[config.mk]
export PLATFORM = sky130hd
export DESIGN_NAME = btn_sel_toggle
export DESIGN_NICKNAME = d
export VERILOG_FILES = /design/src/rtl/btn_sel_toggle_pkg.sv /design/src/rtl/btn_sel_toggle_sync_2ff.sv /design/src/rtl/btn_sel_toggle.sv
export SDC_FILE = /design/constraint.sdc
export NUM_CORES = 1
export LEC_CHECK = 0
export ABC_AREA = 1
export BUFFER_PORTS_ARGS = -buffer_cell sky130_fd_sc_hd__buf_2
export CORE_UTILIZATION = 50
export CTS_BUF_LIST = sky130_fd_sc_hd__clkbuf_8
export DETAILED_ROUTE_END_ITERATION = 7
export PLACE_DENSITY_LB_ADDON = 0.12
export SLEW_MARGIN = 20
export SYNTH_ARGS = -nofsm -noshare
export SYNTH_HDL_FRONTEND = slang
export SYNTH_SLANG_ARGS = --single-unit
[constraint.sdc]
create_clock -name clk -period 2 [get_ports clk]
set_input_delay 0.3 -clock clk [delete_from_list [all_inputs] [get_ports clk]]
set_output_delay 0.3 -clock clk [all_outputs]
set_load 0.005 [all_outputs]
[src/rtl/btn_sel_toggle_pkg.sv]
// Shared definitions for the button-driven select toggle: debounce FSM states
// and default debounce timing (10 ms at 50 MHz).
package btn_sel_toggle_pkg;

    typedef enum logic [1:0] {
        ST_IDLE    = 2'd0,
        ST_PWAIT   = 2'd1,
        ST_PRESSED = 2'd2,
        ST_RWAIT   = 2'd3
    } state_t;

    localparam int unsigned DB_CYCLES_DEF = 500000;
    localparam int unsigned CNT_W_DEF     = 19;

endpackage

[src/rtl/btn_sel_toggle_sync_2ff.sv]
// Two-flop synchroniser with synchronous reset for asynchronous single-bit inputs.
// Planned for reuse on the other button inputs.
module sync_2ff (
    input  logic clk_i,
    input  logic rst_i,
    input  logic d_i,
    output logic q_o
);

    logic meta_q;
    logic sync_q;

    always_ff @(posedge clk_i) begin
        if (rst_i) begin
            meta_q <= 1'b0;
            sync_q <= 1'b0;
        end else begin
            meta_q <= d_i;
            sync_q <= meta_q;
        end
    end

    assign q_o = sync_q;

endmodule

[src/rtl/btn_sel_toggle.sv]
// Debounces a raw push-button and toggles a registered mux select on each clean
// press; a synchronous load can force the select and takes priority over a toggle.
module btn_sel_toggle
    import btn_sel_toggle_pkg::*;
#(
    parameter int unsigned DB_CYCLES = DB_CYCLES_DEF,
    parameter int unsigned CNT_W     = CNT_W_DEF,
    parameter logic        SEL_INIT  = 1'b0
) (
    input  logic clk,
    input  logic rst,
    input  logic btn_in,
    input  logic sel_load,
    input  logic sel_val,
    output logic sel,
    output logic sel_changed,
    output logic btn_level
);

    localparam logic [CNT_W-1:0] CNT_LAST = CNT_W'(DB_CYCLES - 1);

    logic             bs;
    state_t           state_q;
    logic [CNT_W-1:0] cnt_q;
    logic             level_q;
    logic             sel_q;
    logic             sel_d;
    logic             changed_q;
    logic             changed_d;
    logic             toggle_req;

    sync_2ff u_sync (
        .clk_i (clk),
        .rst_i (rst),
        .d_i   (btn_in),
        .q_o   (bs)
    );

    // The press is accepted on the same edge the FSM enters PRESSED.
    always_comb begin
        toggle_req = (state_q == ST_PWAIT) && bs && (cnt_q == CNT_LAST);
    end

    always_ff @(posedge clk) begin
        if (rst) begin
            state_q <= ST_IDLE;
            cnt_q   <= '0;
            level_q <= 1'b0;
        end else begin
            case (state_q)
                ST_IDLE: begin
                    if (bs) begin
                        state_q <= ST_PWAIT;
                        cnt_q   <= '0;
                    end
                end
                ST_PWAIT: begin
                    if (!bs) begin
                        state_q <= ST_IDLE;
                    end else if (cnt_q == CNT_LAST) begin
                        state_q <= ST_PRESSED;
                        level_q <= 1'b1;
                    end else begin
                        cnt_q <= cnt_q + 1'b1;
                    end
                end
                ST_PRESSED: begin
                    if (!bs) begin
                        state_q <= ST_RWAIT;
                        cnt_q   <= '0;
                    end
                end
                ST_RWAIT: begin
                    if (bs) begin
                        state_q <= ST_PRESSED;
                    end else if (cnt_q == CNT_LAST) begin
                        state_q <= ST_IDLE;
                        level_q <= 1'b0;
                    end else begin
                        cnt_q <= cnt_q + 1'b1;
                    end
                end
                default: state_q <= ST_IDLE;
            endcase
        end
    end

    always_comb begin
        sel_d = sel_q;
        if (sel_load) begin
            sel_d = sel_val;
        end else if (toggle_req) begin
            sel_d = ~sel_q;
        end
        changed_d = (sel_d != sel_q);
    end

    always_ff @(posedge clk) begin
        if (rst) begin
            sel_q     <= SEL_INIT;
            changed_q <= 1'b0;
        end else begin
            sel_q     <= sel_d;
            changed_q <= changed_d;
        end
    end

    assign sel         = sel_q;
    assign sel_changed = changed_q;
    assign btn_level   = level_q;

endmodule

==> results.md, run 1 <==
- The final layout contains 241 nets.
- The power per cell area is 549 mW/mm2.
- The worst-case setup margin in the final layout is 0.251 ns.
- The post-route netlist has between 20% and 30% of its cells at a drive strength greater than 1.
- Measured against the total synthesized area, the mux share comes to 0%.
- When the netlist entered floorplanning its net count stood at about 230.
- The number of antenna violations at the first check in global routing is 0.
- The clock tree root buffer cell is sky130_fd_sc_hd__clkbuf_8.
- The number of slew-limit violations in the final report is 0.
- The leakage power is 0.610 nW.
- The total number of clock tree sinks is 26.
- The fraction of post-synthesis cell area in the top cell type by area is 33.6%.
- During synthesis, Yosys emitted a total of 0 warnings.
- By area the synthesized netlist is led by sky130_fd_sc_hd__dfxtp_1, sky130_fd_sc_hd__nand2_1, sky130_fd_sc_hd__inv_1.
- The count of cell instances traversed by the critical path is 9.
- Global routing finished with a remaining overflow of 0.
- By instance count, the leading cell after synthesis is sky130_fd_sc_hd__nand2_1.
- The filler cells instantiated in the layout total 275.
- The cell family contributing the most delay on the critical path is simple AND/OR/NAND/NOR gates.
- The repair_antennas step left the layout with diodes totalling 0.
- During I/O placement, the number of pins put on the boundary was 8.
- The fraction of the mapped netlist area in adder cells is 0.807%.
- The worst setup path is of the flop to flop kind.
- The required arrival time at the worst endpoint is between 2 and 2.5 ns.
- The synthesized design contains 26 register bits.
- The worst setup slack after placement is 0.213 ns.
- The checks that failed: design-rule violations.
- The via total after detailed routing is ~1500.
- The signal on the critical path passes through ha_1 -> nand2_2 -> nor2_2 -> nand3_2 -> nor2_2 -> nand2_1 -> o21ai_1 -> nand3_1 -> a21oi_1.
- The type of the worst min-delay path is input pin to flop.
- The area growth from synthesis to layout is 6.86%.
- The number of flops mapped to enable cells by yosys is 0.
- The largest driver fanout on the critical path is 5.
- For the pin with the worst max-slew slack, the measured transition is 0.275 ns.
- Together, buffers and inverters on the worst path number 0.
- The sequential cell fraction of total power is between 50% and 60%.
- The fraction of the mapped netlist area in compound gates is 16.6%.
- The floorplan step set the die height to 57.7 um.
- The endpoint arrival time on the critical path is 1.95 ns.
- The count of TritonRoute iterations in the first routing pass is 6.
- The final setup TNS is 0 ns.
- The synthesized netlist contains 29 unique library cells.
- The worst setup slack for register-to-register paths is 0.25 ns.
- The floorplan has 19 rows.
- The worst path in the final design needs a cycle of 1.75 ns, including I/O delays and setup.
- The clock edge transition at the registers on the reported setup and hold paths is about 0.090 ns.
- For this run, the top clock speed supported by timing is 572 MHz.
- Global routing consumed, over all layers together, 22.8% of the routing resources.
- After Yosys synthesis, XOR and XNOR cells account for 0.565% of the synthesized area.
- The clock tree from TritonCTS is yes.
- Counting the buffers created by CTS gives 3.
- The number of failing hold endpoints at the final stage is 0.
- The critical path starts at cnt_q[1]$_SDFFE_PP0P_.
- At the end of routability-driven placement, the weighted congestion stood at 0.966.
- For this run, asynchronously set or reset flops after synthesis account for 0%.
- Wires add up to approximately 3300 um.
- After synthesis the cells add up to 0.00155 mm2.
- The synthesized design spends more area on one cell type than any other, namely sky130_fd_sc_hd__dfxtp_1.
- The DRC violations left is 1.
- The total of buffers placed on input and output ports is 7.
- The first-pass GRT wire length is 5890 um.
- In this run the tightest slew margin relative to its limit is 81.6%.
- After synthesis, the largest family of logic cells by area is simple AND/OR/NAND/NOR gates.
- In this run, post-CTS hold repair placed 0 buffers.
- The non-filler instance count after layout is 265.
- Counting instances in the post-synthesis netlist gives the leading cell types as sky130_fd_sc_hd__nand2_1, sky130_fd_sc_hd__dfxtp_1, sky130_fd_sc_hd__inv_1, sky130_fd_sc_hd__nor2_1, sky130_fd_sc_hd__nand3_1.
- The peak per-stage delay on the critical path is 0.40 ns.
- Counting tap cells, the placed design contains a total of 261 instances.
- The mean area per synthesized cell is 6.86 um2.
- The insertion delay of the later-clocked pin in the worst-skew pair is 0.27 ns.
- Across the routed clock network, the largest skew measured is between 0.003 and 0.004 ns.
- The largest net degree at the start of global routing is 20.
- The endpoint identified for the worst register-to-register timing path is cnt_q[16]$_SDFFE_PP0P_.
- Summed over all nets, the switching power comes to a little under 0.0002 W.
- Gates resized during post-CTS repair numbered 0.
- The count of final setup violators is 0.
- The startpoint identified for the worst register-to-register timing path is cnt_q[1]$_SDFFE_PP0P_.
- The share of total power in the clock network is 37.5%.
- After Yosys synthesis, and, or, nand and nor cells account for between 30% and 40% of the synthesized area.
- After detailed routing, the number of vias per cell comes to 5.55.
- The worst reg-to-reg path cell count is 9.
- STA classifies the critical path startpoint as a flop.
- The number of instances in the synthesized netlist is 226.
- The number of setup buffers added after CTS is 0.
- The x dimension of the die is 57.7 um.
- The share of the yosys chip area belonging to registers is 33.6%.
- Combinational logic is responsible for 4.7% of the overall power.
- For this configuration, the core starts out at a cell density of 54.3%.
- The HPWL reported at the end of detailed placement is 2520 um.
- The run finished, with violations left.
- The dominant cell type by count on the critical path is sky130_fd_sc_hd__nor2_2.
- STA classifies the critical path endpoint as a flop.
- The die area is 0.00333 mm2.
- The cell at the slowest stage of the critical path is sky130_fd_sc_hd__dfxtp_1.
- The cell-internal power is ~0.0007 W.
- The first-iteration detailed-routing DRC count is 91.
- Setup repair after global routing left no endpoint under its margin.
- The switching portion of total power is 21.7%.
- The worst-case IR drop observed on VDD is 555 uV.
- The via count of the first global-routing pass was 1317.
- The tool flagged a number of max-cap violations equal to 0.
- The clock passes through at most 2 buffers.
- In this run the number of H-tree levels came out at 1.
- The average wire length per cell after detail routing is 12.6 um.
- The top flip-flop cell by instance count after synthesis is sky130_fd_sc_hd__dfxtp_1.
- The final critical-path share of the clock period is 87.5%.
- The critical path ends at cnt_q[16]$_SDFFE_PP0P_.
- The count of antenna-violating nets left after detailed routing is 0.
- The total core area is 0.00285 mm2.
-- layout by cell type (no fill, tap or decap), types with 7 or more instances in the layout --
cell / netlist / final
sky130_fd_sc_hd__a21oi_2: 8 / 8
sky130_fd_sc_hd__nor2_1: 24 / 23
sky130_fd_sc_hd__a21oi_1: 16 / 16
sky130_fd_sc_hd__nand2_1: 48 / 48
sky130_fd_sc_hd__dfxtp_1: 26 / 26
sky130_fd_sc_hd__o21ai_0: 12 / 12
sky130_fd_sc_hd__inv_1: 24 / 24
sky130_fd_sc_hd__nand3_1: 17 / 17
sky130_fd_sc_hd__nand4_1: 7 / 7
sky130_fd_sc_hd__buf_2: 1 / 7
-- metrics by stage --
stage                     utilization [%]  cell area, um2  total power, W  hold WS [ns]
after floorplan                         -            1550        0.000569         0.388
after global placement               56.1            1600        0.000580         0.426
after detailed placement             56.1            1600        0.000581         0.430
after CTS                            58.0            1650        0.000915         0.234
after global routing                 58.1            1660        0.000946         0.234
final                                58.1            1660        0.000909         0.232
-- final cells by class --
cell class | count | area (um2) | area share [%]
inverters | 31 | 121 | 7.33
multi-input cells | 165 | 878 | 53.0
flip-flops and latches | 26 | 520 | 31.4
repair buffers | 8 | 42.5 | 2.57
well taps | 31 | 38.8 | 2.34
clock buffers | 4 | 55.1 | 3.32
-- worst min-delay path by stage --
| stage | from | end | slack, ns | depth (start not counted) |
|---|---|---|---|---|
| global route | btn_in | u_sync.meta_q$_SDFF_PP0_ | 0.23 | 3 |
| CTS | btn_in | u_sync.meta_q$_SDFF_PP0_ | 0.23 | 3 |
| detailed placement | u_sync.meta_q$_SDFF_PP0_ | u_sync.q_o$_SDFF_PP0_ | 0.43 | 2 |
| global placement | u_sync.meta_q$_SDFF_PP0_ | u_sync.q_o$_SDFF_PP0_ | 0.43 | 2 |
| finish | btn_in | u_sync.meta_q$_SDFF_PP0_ | 0.23 | 3 |
| floorplan | u_sync.meta_q$_SDFF_PP0_ | u_sync.q_o$_SDFF_PP0_ | 0.39 | 2 |
-- metal layers --
layer	GRT usage [%]	vias to the layer above	part of all wire (%)
met5	0	-	0
met3	4.24	2	3.8
met4	4.42	0	0.45
li1	-	755	-
met1	32.1	678	49
met2	37.0	35	46
-- power groups by stage --
stage	clock [W]	combinational, W	sequential [W]
floorplan	0	0.0000318	0.000537
global placement	0	0.0000424	0.000537
detailed placement	0	0.0000431	0.000537
CTS	0.000346	0.0000432	0.000525
global route	0.000371	0.0000486	0.000526
finish	0.000341	0.0000427	0.000525
-- tightest hold or removal path, cell delays in order --
cell and delay, ns:
sky130_fd_sc_hd__buf_2 0.10, sky130_fd_sc_hd__inv_1 0.04, sky130_fd_sc_hd__nor2_1 0.03
-- kinds of logic (layout without fill, tap and decap cells) --
kind of cell	Yosys count	after routing
flops	26	26
fa+ha+maj	1	1
xor+xnor	1	1
buf+inv	35	43
simple gates	120	120
compound gates	43	43
-- registers in the layout, summed over array words and instances (netlist names), named ones only --
| signal | cells |
|---|---|
| cnt_q | 19 |
| btn_level | 1 |
| sel_changed | 1 |
| state_q | 1 |
| sel | 1 |
| u_sync.q_o | 1 |
| u_sync.meta_q | 1 |
(Power assumes the default switching activity.)
==> inputs of run 2 (changes only) <==
--- a/config.mk
+++ b/config.mk
@@ -11,6 +11,7 @@
 export CTS_BUF_LIST = sky130_fd_sc_hd__clkbuf_8
 export DETAILED_ROUTE_END_ITERATION = 7
 export PLACE_DENSITY_LB_ADDON = 0.12
+export REMOVE_ABC_BUFFERS = 1
 export SLEW_MARGIN = 20
 export SYNTH_ARGS = -nofsm -noshare
 export SYNTH_HDL_FRONTEND = slang
==> run 2 against run 1 <==
  * The flow still finishes with violations (design-rule violations)
  * Global-route usage up 0.15 points
  * Register-to-register slack about the same
  * Sequential share of layout area down 0.38 points
  * Largest power group unchanged
==> results.md, run 2 (synthesized netlist as in run 1, its figures left out) <==
- The flow ran to the end, but the final reports show violations.
- The final reports fail on design-rule violations.
- The first-iteration detailed-routing DRC count is 54.
- The insertion delay of the later-clocked pin in the worst-skew pair is between 0.2 and 0.3 ns.
- The via count of the first global-routing pass is 1374.
- The total core area is 0.00285 mm2.
- The pin slew with the least headroom to its limit is around 0.28 ns.
- The library cell used most frequently in the layout, excluding fill and tap cells, is sky130_fd_sc_hd__nand2_1.
- The floorplan step defined a die boundary enclosing between 0.003 and 0.004 mm2.
- The critical path is of the flop to flop type.
- The worst hold path belongs to the class input pin to flop.
- The count of antenna-violating nets left after detailed routing is 0.
- Pin placement for this block handled 8 I/O pins.
- The number of levels the H-tree was split into is 1.
- Along the worst path, the maximum fanout reaches 5.
- The number of antenna cells inserted is 0.
- The non-filler instance count after layout is 265.
- Setup repair after global routing left no endpoint under its margin.
- The number of setup buffers added after CTS is 0.
- In this design, the stage delay of the slowest critical-path cell is 0.42 ns.
- The worst register-to-register path ends at cnt_q[16]$_SDFFE_PP0P_.
- Dividing the detail-routed wire length by the instance count gives 12.9 um.
- The number of slew-limit violations in the final report came to 0.
- The register with the most flip-flops is cnt_q.
- For this design the ratio of total power to cell area is 603 mW/mm2.
- The total of buffers placed on input and output ports is 7.
- The clock tree root buffer cell is sky130_fd_sc_hd__clkbuf_8.
- The critical path runs through a total of 9 cells.
- In this run the horizontal extent of the chip is 57.7 um.
- The layout overhead on the synthesized area is 8.15%.
- The leakage power is 0.633 nW.
- The number of placed instances with taps included is 261.
- In this run the register-to-register setup slack is 0.25 ns.
- The final period demand of the worst path is approximately 1.8 ns.
- The fraction of layout cells with a size suffix above 1 is between 20 and 25%.
- The final critical-path share of the clock period is 87.6%.
- The all-layer global routing usage is between 20% and 30%.
- In this run the core area contains 19 standard-cell rows.
- The worst setup path is captured at a flop.
- The die is 57.7 um tall.
- After the last flow step, the layout net total stands at 241.
- Following the worst setup path forward leads to its endpoint at cnt_q[16]$_SDFFE_PP0P_.
- The number of gates given a new drive strength after cts is 0.
- The HPWL reported at the end of detailed placement is 2430 um.
- After clock tree synthesis, the clock-pin slew on the worst setup and hold paths is 0.10 ns.
- The worst-case setup margin in the final layout is 0.248 ns.
- The final setup TNS is 0 ns.
- The longest clock path from root to sink contains 2 buffers.
- The top cell types in the final layout, fill and taps aside, are sky130_fd_sc_hd__nand2_1, sky130_fd_sc_hd__dfxtp_1, sky130_fd_sc_hd__nor2_1, sky130_fd_sc_hd__inv_1, sky130_fd_sc_hd__nand3_1.
- The number of failing hold endpoints at the final stage is 0.
- The worst setup slack after placement is 0.240 ns.
- The most critical setup path has its startpoint at cnt_q[0]$_SDFFE_PP0P_.
- Measured in cells, the most critical reg-to-reg path has a length of 9.
- After detailed routing, the number of remaining DRC violations is 1.
- The largest net degree at the start of global routing is 20.
- The effective utilization at floorplan is 54.3%.
- Grouping stages by cell kind, the critical path spends the most delay in simple AND/OR/NAND/NOR gates.
- The overflow left after global routing is 0.
- The final RePlAce weighted congestion is roughly 0.9.
- The count of final setup violators is 0.
- Counting every sink on the clock net gives 26.
- The launching element type of the critical path is a flop.
- The count of TritonRoute iterations in the first routing pass is 6.
- The worst pin sits at a relative slew slack of 81.4%.
- On the critical path, the stage with the largest delay is an instance of sky130_fd_sc_hd__dfxtp_1.
- TritonCTS built the clock tree.
- The final worst clock skew is 0.00481 ns.
- The number of clock buffers added by TritonCTS is 3.
- Derived from the worst setup path, the maximum achievable clock frequency is 571 MHz.
- The required arrival time at the worst endpoint is 2.21 ns.
- The number of antenna violations at the first check in global routing is 0.
- The signal on the critical path passes through ha_1 -> nand2_2 -> nor2_1 -> nand3_2 -> nor2_2 -> nand2_1 -> o21ai_1 -> nand3_1 -> a21oi_1.
- The final routed wirelength across all metal layers is around 3400 um.
- The buffer and inverter count on the worst path is 0.
- The first global-routing pass estimated around 6000 um of wire.
- The worst-case IR drop observed on VDD is ~270 uV.
- The reg-to-reg critical path startpoint is cnt_q[0]$_SDFFE_PP0P_.
- Dividing the detail-routed via count by the number of cells gives 5.51.
- The register with the most flip-flops in the layout has 19 of them.
- The max-cap check violation count is 0.
- The count of hold buffers inserted by post-cts repair is 0.
- For the worst setup path, the data arrival time is 1.97 ns.
- The via total after detailed routing is 1459.
run 2: cell count changes in the layout (fill, tap and decap cells not counted):
cell                        before  now
sky130_fd_sc_hd__nor3_4          0    1
sky130_fd_sc_hd__nor2_2          6    5
sky130_fd_sc_hd__nor2_1         23   24
sky130_fd_sc_hd__nor3_2          1    0
sky130_fd_sc_hd__clkbuf_8        4    3
sky130_fd_sc_hd__bufinv_16       0    1
run 2: cell type report:
cell class                      count  area (um2)
Timing Repair Buffer                8        42.5
Inverter                           31         121
Fill cell                         285        1180
Sequential cell                    26         520
Tap cell                           31        38.8
Clock inverter                      1        30.0
Multi-Input combinational cell    165         882
Clock buffer                        3        41.3
run 2: power by group:
part           internal, W  switching, W  leakage, nW
clock             0.000268      0.000174       0.0357
sequential        0.000522    0.00000276        0.210
combinational    0.0000139     0.0000296        0.388
run 2: worst min-delay path by stage:
stage,slack (ns),end,cells after the start,from
global placement,0.40,u_sync.q_o$_SDFF_PP0_,2,u_sync.meta_q$_SDFF_PP0_
floorplan,0.36,cnt_q[12]$_SDFFE_PP0P_,1,rst
detailed placement,0.40,u_sync.q_o$_SDFF_PP0_,2,u_sync.meta_q$_SDFF_PP0_
global route,0.23,u_sync.meta_q$_SDFF_PP0_,3,btn_in
finish,0.22,u_sync.meta_q$_SDFF_PP0_,3,btn_in
CTS,0.22,u_sync.meta_q$_SDFF_PP0_,3,btn_in
run 2: per-layer routing:
| layer | wire length [um] | track usage [%] | vias to the layer above |
|---|---|---|---|
| met5 | 0 | 0 | - |
| met4 | 94 | 10.9 | 0 |
| met3 | 130 | 2.68 | 11 |
| met2 | 1600 | 39.2 | 37 |
| met1 | 1590 | 29.0 | 662 |
| li1 | - | - | 749 |
run 2: through the flow:
| stage | total power [W] | hold slack [ns] | util, % | cell area [um2] |
|---|---|---|---|---|
| 3_5_place_dp | 0.000580 | 0.405 | 56.1 | 1600 |
| 6_report | 0.00101 | 0.219 | 58.8 | 1680 |
| 3_3_place_gp | 0.000580 | 0.402 | 56.1 | 1600 |
| 2_1_floorplan | 0.000559 | 0.362 | - | 1520 |
| 5_1_grt | 0.00104 | 0.225 | 58.8 | 1680 |
| 4_1_cts | 0.00101 | 0.222 | 58.6 | 1670 |
run 2: worst min-delay path: stages:
cell	delay, ns
sky130_fd_sc_hd__buf_2	0.07
sky130_fd_sc_hd__inv_1	0.03
sky130_fd_sc_hd__nor2_1	0.06
==> inputs of run 3 (changes only) <==
--- a/config.mk
+++ b/config.mk
@@ -10,6 +10,7 @@
 export CORE_UTILIZATION = 50
 export CTS_BUF_LIST = sky130_fd_sc_hd__clkbuf_8
 export DETAILED_ROUTE_END_ITERATION = 7
+export MAX_ROUTING_LAYER = met4
 export PLACE_DENSITY_LB_ADDON = 0.12
 export REMOVE_ABC_BUFFERS = 1
 export SLEW_MARGIN = 20
==> run 3 against run 2 <==
  * The run still ends with design-rule violations left
  * Power fell by 0.67%
  * Sequential cell count did not move
  * Core utilization did not move
  * Clock skew barely moved
  * Non-clock buffer count did not move
  * Hold slack improved by 0.0011 ns
  * Sequential power barely moved
==> results.md, run 3 (synthesized netlist as in run 1, its figures left out) <==
- Setup repair after global routing left no endpoint under its margin.
- The count of TritonRoute iterations in the first routing pass is 6.
- The number of antenna violations at the first check in global routing is 0.
- STA puts the critical path data arrival time at around 2.0 ns.
- CTS built an H-tree with a depth of 1.
- The count of buffers added on input and output ports is 7.
- The x dimension of the die is 57.7 um.
- 8 I/O pins were placed.
- In this run the standard cell core region covers 0.00285 mm2.
- cnt_q holds more flip-flops than any other register.
- The launching element type of the critical path is a flop.
- The via count of the first global-routing pass is between 1000 and 1500.
- Tracing the worst setup path back leads to its startpoint at cnt_q[0]$_SDFFE_PP0P_.
- Timing would allow up to between 500 and 600 MHz.
- Clock skew on the completed layout was measured at 0.00431 ns.
- The reg-to-reg critical path startpoint is cnt_q[0]$_SDFFE_PP0P_.
- The clock tree from TritonCTS is yes.
- The leakage power is 0.633 nW.
- Setup slack on the worst reg-to-reg path comes out at 0.20 ns.
- The HPWL reported at the end of detailed placement is 2460 um.
- The register with the most flip-flops in the layout has 19 of them.
- In the final routed layout, each cell accounts on average for about 12 um.
- The count of hold buffers inserted by post-cts repair is 0.
- The die area is ~0.0033 mm2.
- The number of failing hold endpoints at the final stage is 0.
- The detailed router placed 1447 vias in this run.
- The all-layer global routing usage is a little under a quarter.
- The cell area after placement is 0.00160 mm2.
- The final net count is about 240.
- The count of antenna-violating nets left after detailed routing is 0.
- The pin slew with the least headroom to its limit is 0.281 ns.
- In this run, the number of DRC markers left after iteration 0 of detailed routing was 35.
- Setup violations remaining at the end of the flow were counted as 0.
- The longest clock path from root to sink contains 2 buffers.
- The final reports fail on design-rule violations.
- The run finished, with violations left.
- The critical path ends at cnt_q[18]$_SDFFE_PP0P_.
- The class of the most critical setup path is flop to flop.
- For the worst setup path, the data required time is 2.22 ns.
- For the worst-skew pair, the clock arrives at the later sink with an insertion delay of 0.28 ns.
- The total number of placement rows is 19.
- The first global-routing pass estimated 5950 um of wire.
- The final layout contains routed wiring with a total length of 3300 um.
- The clock tree root buffer cell is sky130_fd_sc_hd__clkbuf_8.
- After clock tree synthesis, the clock-pin slew on the worst setup and hold paths is 0.09 ns.
- The number of setup buffers added after CTS is 0.
- The die boundary height is 57.7 um.
- The fraction of layout cells with a size suffix above 1 is 20.1%.
- The area growth from synthesis to layout is 8.15%.
- The largest net degree at the start of global routing is 20.
- The average via count per standard cell is 5.46.
- Max-cap violations in this run came to 0.
- The number of gates given a new drive strength after cts is 0.
- The min-delay analysis places its worst path in the category input pin to flop.
- In the layout the commonest cells are sky130_fd_sc_hd__nand2_1, sky130_fd_sc_hd__dfxtp_1, sky130_fd_sc_hd__nor2_1, sky130_fd_sc_hd__inv_1, sky130_fd_sc_hd__nand3_1.
- The overflow left after global routing is 0.
- The total number of clock tree sinks is 26.
- The number of clock buffers added by TritonCTS is 3.
- The worst-case IR drop observed on VDD is 425 uV.
- The number of fill cells in the layout is around 270.
- The final setup TNS is 0 ns.
- The number of antenna cells inserted is 0.
- The area of all placed cells without fillers is 0.00168 mm2.
- In this run the power density over the cells is 599 mW/mm2.
- The final critical-path share of the clock period is 90.0%.
- The final RePlAce weighted congestion is 0.916.
- The worst reg-to-reg path cell count is 9.
- The endpoint identified for the worst register-to-register timing path is cnt_q[18]$_SDFFE_PP0P_.
- Measured against its own limit, the worst slew margin works out to between 80% and 90%.
- In this run the worst path has a maximum fanout of 5.
- The number of slew-limit violations in the final report is 0.
- The DRC violations left is 1.
- The smallest clock period supported by the final layout is computed as 1.80 ns.
- The kind of end point of the critical path is a flop.
- The effective utilization at floorplan is a little over half.
- The library cell used most frequently in the layout, excluding fill and tap cells, is sky130_fd_sc_hd__nand2_1.
run 3: cell counts in the layout (fill, tap and decap cells not counted):
No cell type changed its count.
run 3: area by class of cell:
cell class	instances	area, um2	share of cell area [%]
multi-input combinational	165	882	52.6
clock buffer	3	41.3	2.46
sequential	26	520	31.0
clock inverter	1	30.0	1.79
timing repair buffer	8	42.5	2.54
inverter	31	121	7.24
tap	31	38.8	2.31
run 3: worst min-delay path by stage:
stage                              from                  endpoint  slack, ns  cells after the start
4_1_cts                          btn_in  u_sync.meta_q$_SDFF_PP0_       0.22                      3
3_3_place_gp   u_sync.meta_q$_SDFF_PP0_     u_sync.q_o$_SDFF_PP0_       0.40                      2
6_report                         btn_in  u_sync.meta_q$_SDFF_PP0_       0.22                      3
5_1_grt                          btn_in  u_sync.meta_q$_SDFF_PP0_       0.24                      3
2_1_floorplan                       rst    cnt_q[12]$_SDFFE_PP0P_       0.36                      1
3_5_place_dp   u_sync.meta_q$_SDFF_PP0_     u_sync.q_o$_SDFF_PP0_       0.41                      2
run 3: per-layer routing:
layer / vias up / GRT usage [%] / routed length (um) / share of wire, %
met5: - / - / 0 / 0
met3: 5 / 2.68 / 143 / 4.3
met1: 658 / 29.6 / 1540 / 47
met2: 33 / 39.4 / 1560 / 47
li1: 751 / - / - / -
met4: 0 / 8.16 / 53 / 1.6
run 3: power breakdown:
group / total (W) / switching (W) / internal, W
clock network: 0.000436 / 0.000168 / 0.000268
logic: 0.0000434 / 0.0000295 / 0.0000139
registers: 0.000525 / 0.00000265 / 0.000522
run 3: metrics by stage:
| step | hold WS, ns | power, W | util [%] | cells | worst slack (ns) |
|---|---|---|---|---|---|
| 3_5_place_dp | 0.413 | 0.000581 | 56.1 | 261 | 0.219 |
| 2_1_floorplan | 0.362 | 0.000559 | - | 222 | 0.539 |
| 3_3_place_gp | 0.402 | 0.000579 | 56.1 | 261 | 0.291 |
| 6_report | 0.220 | 0.00100 | 58.8 | 265 | 0.201 |
| 4_1_cts | 0.216 | 0.00101 | 58.6 | 265 | 0.222 |
| 5_1_grt | 0.240 | 0.00104 | 58.8 | 265 | 0.000705 |
run 3: critical path: stages (launching register included):
cell and delay [ns]:
sky130_fd_sc_hd__dfxtp_1 0.42, sky130_fd_sc_hd__ha_1 0.22, sky130_fd_sc_hd__nand2_2 0.09, sky130_fd_sc_hd__nor2_1 0.24
sky130_fd_sc_hd__nand3_2 0.20, sky130_fd_sc_hd__nor3_4 0.23, sky130_fd_sc_hd__nand2_1 0.08, sky130_fd_sc_hd__nand2_1 0.07
sky130_fd_sc_hd__nand3_1 0.07, sky130_fd_sc_hd__a21oi_1 0.13
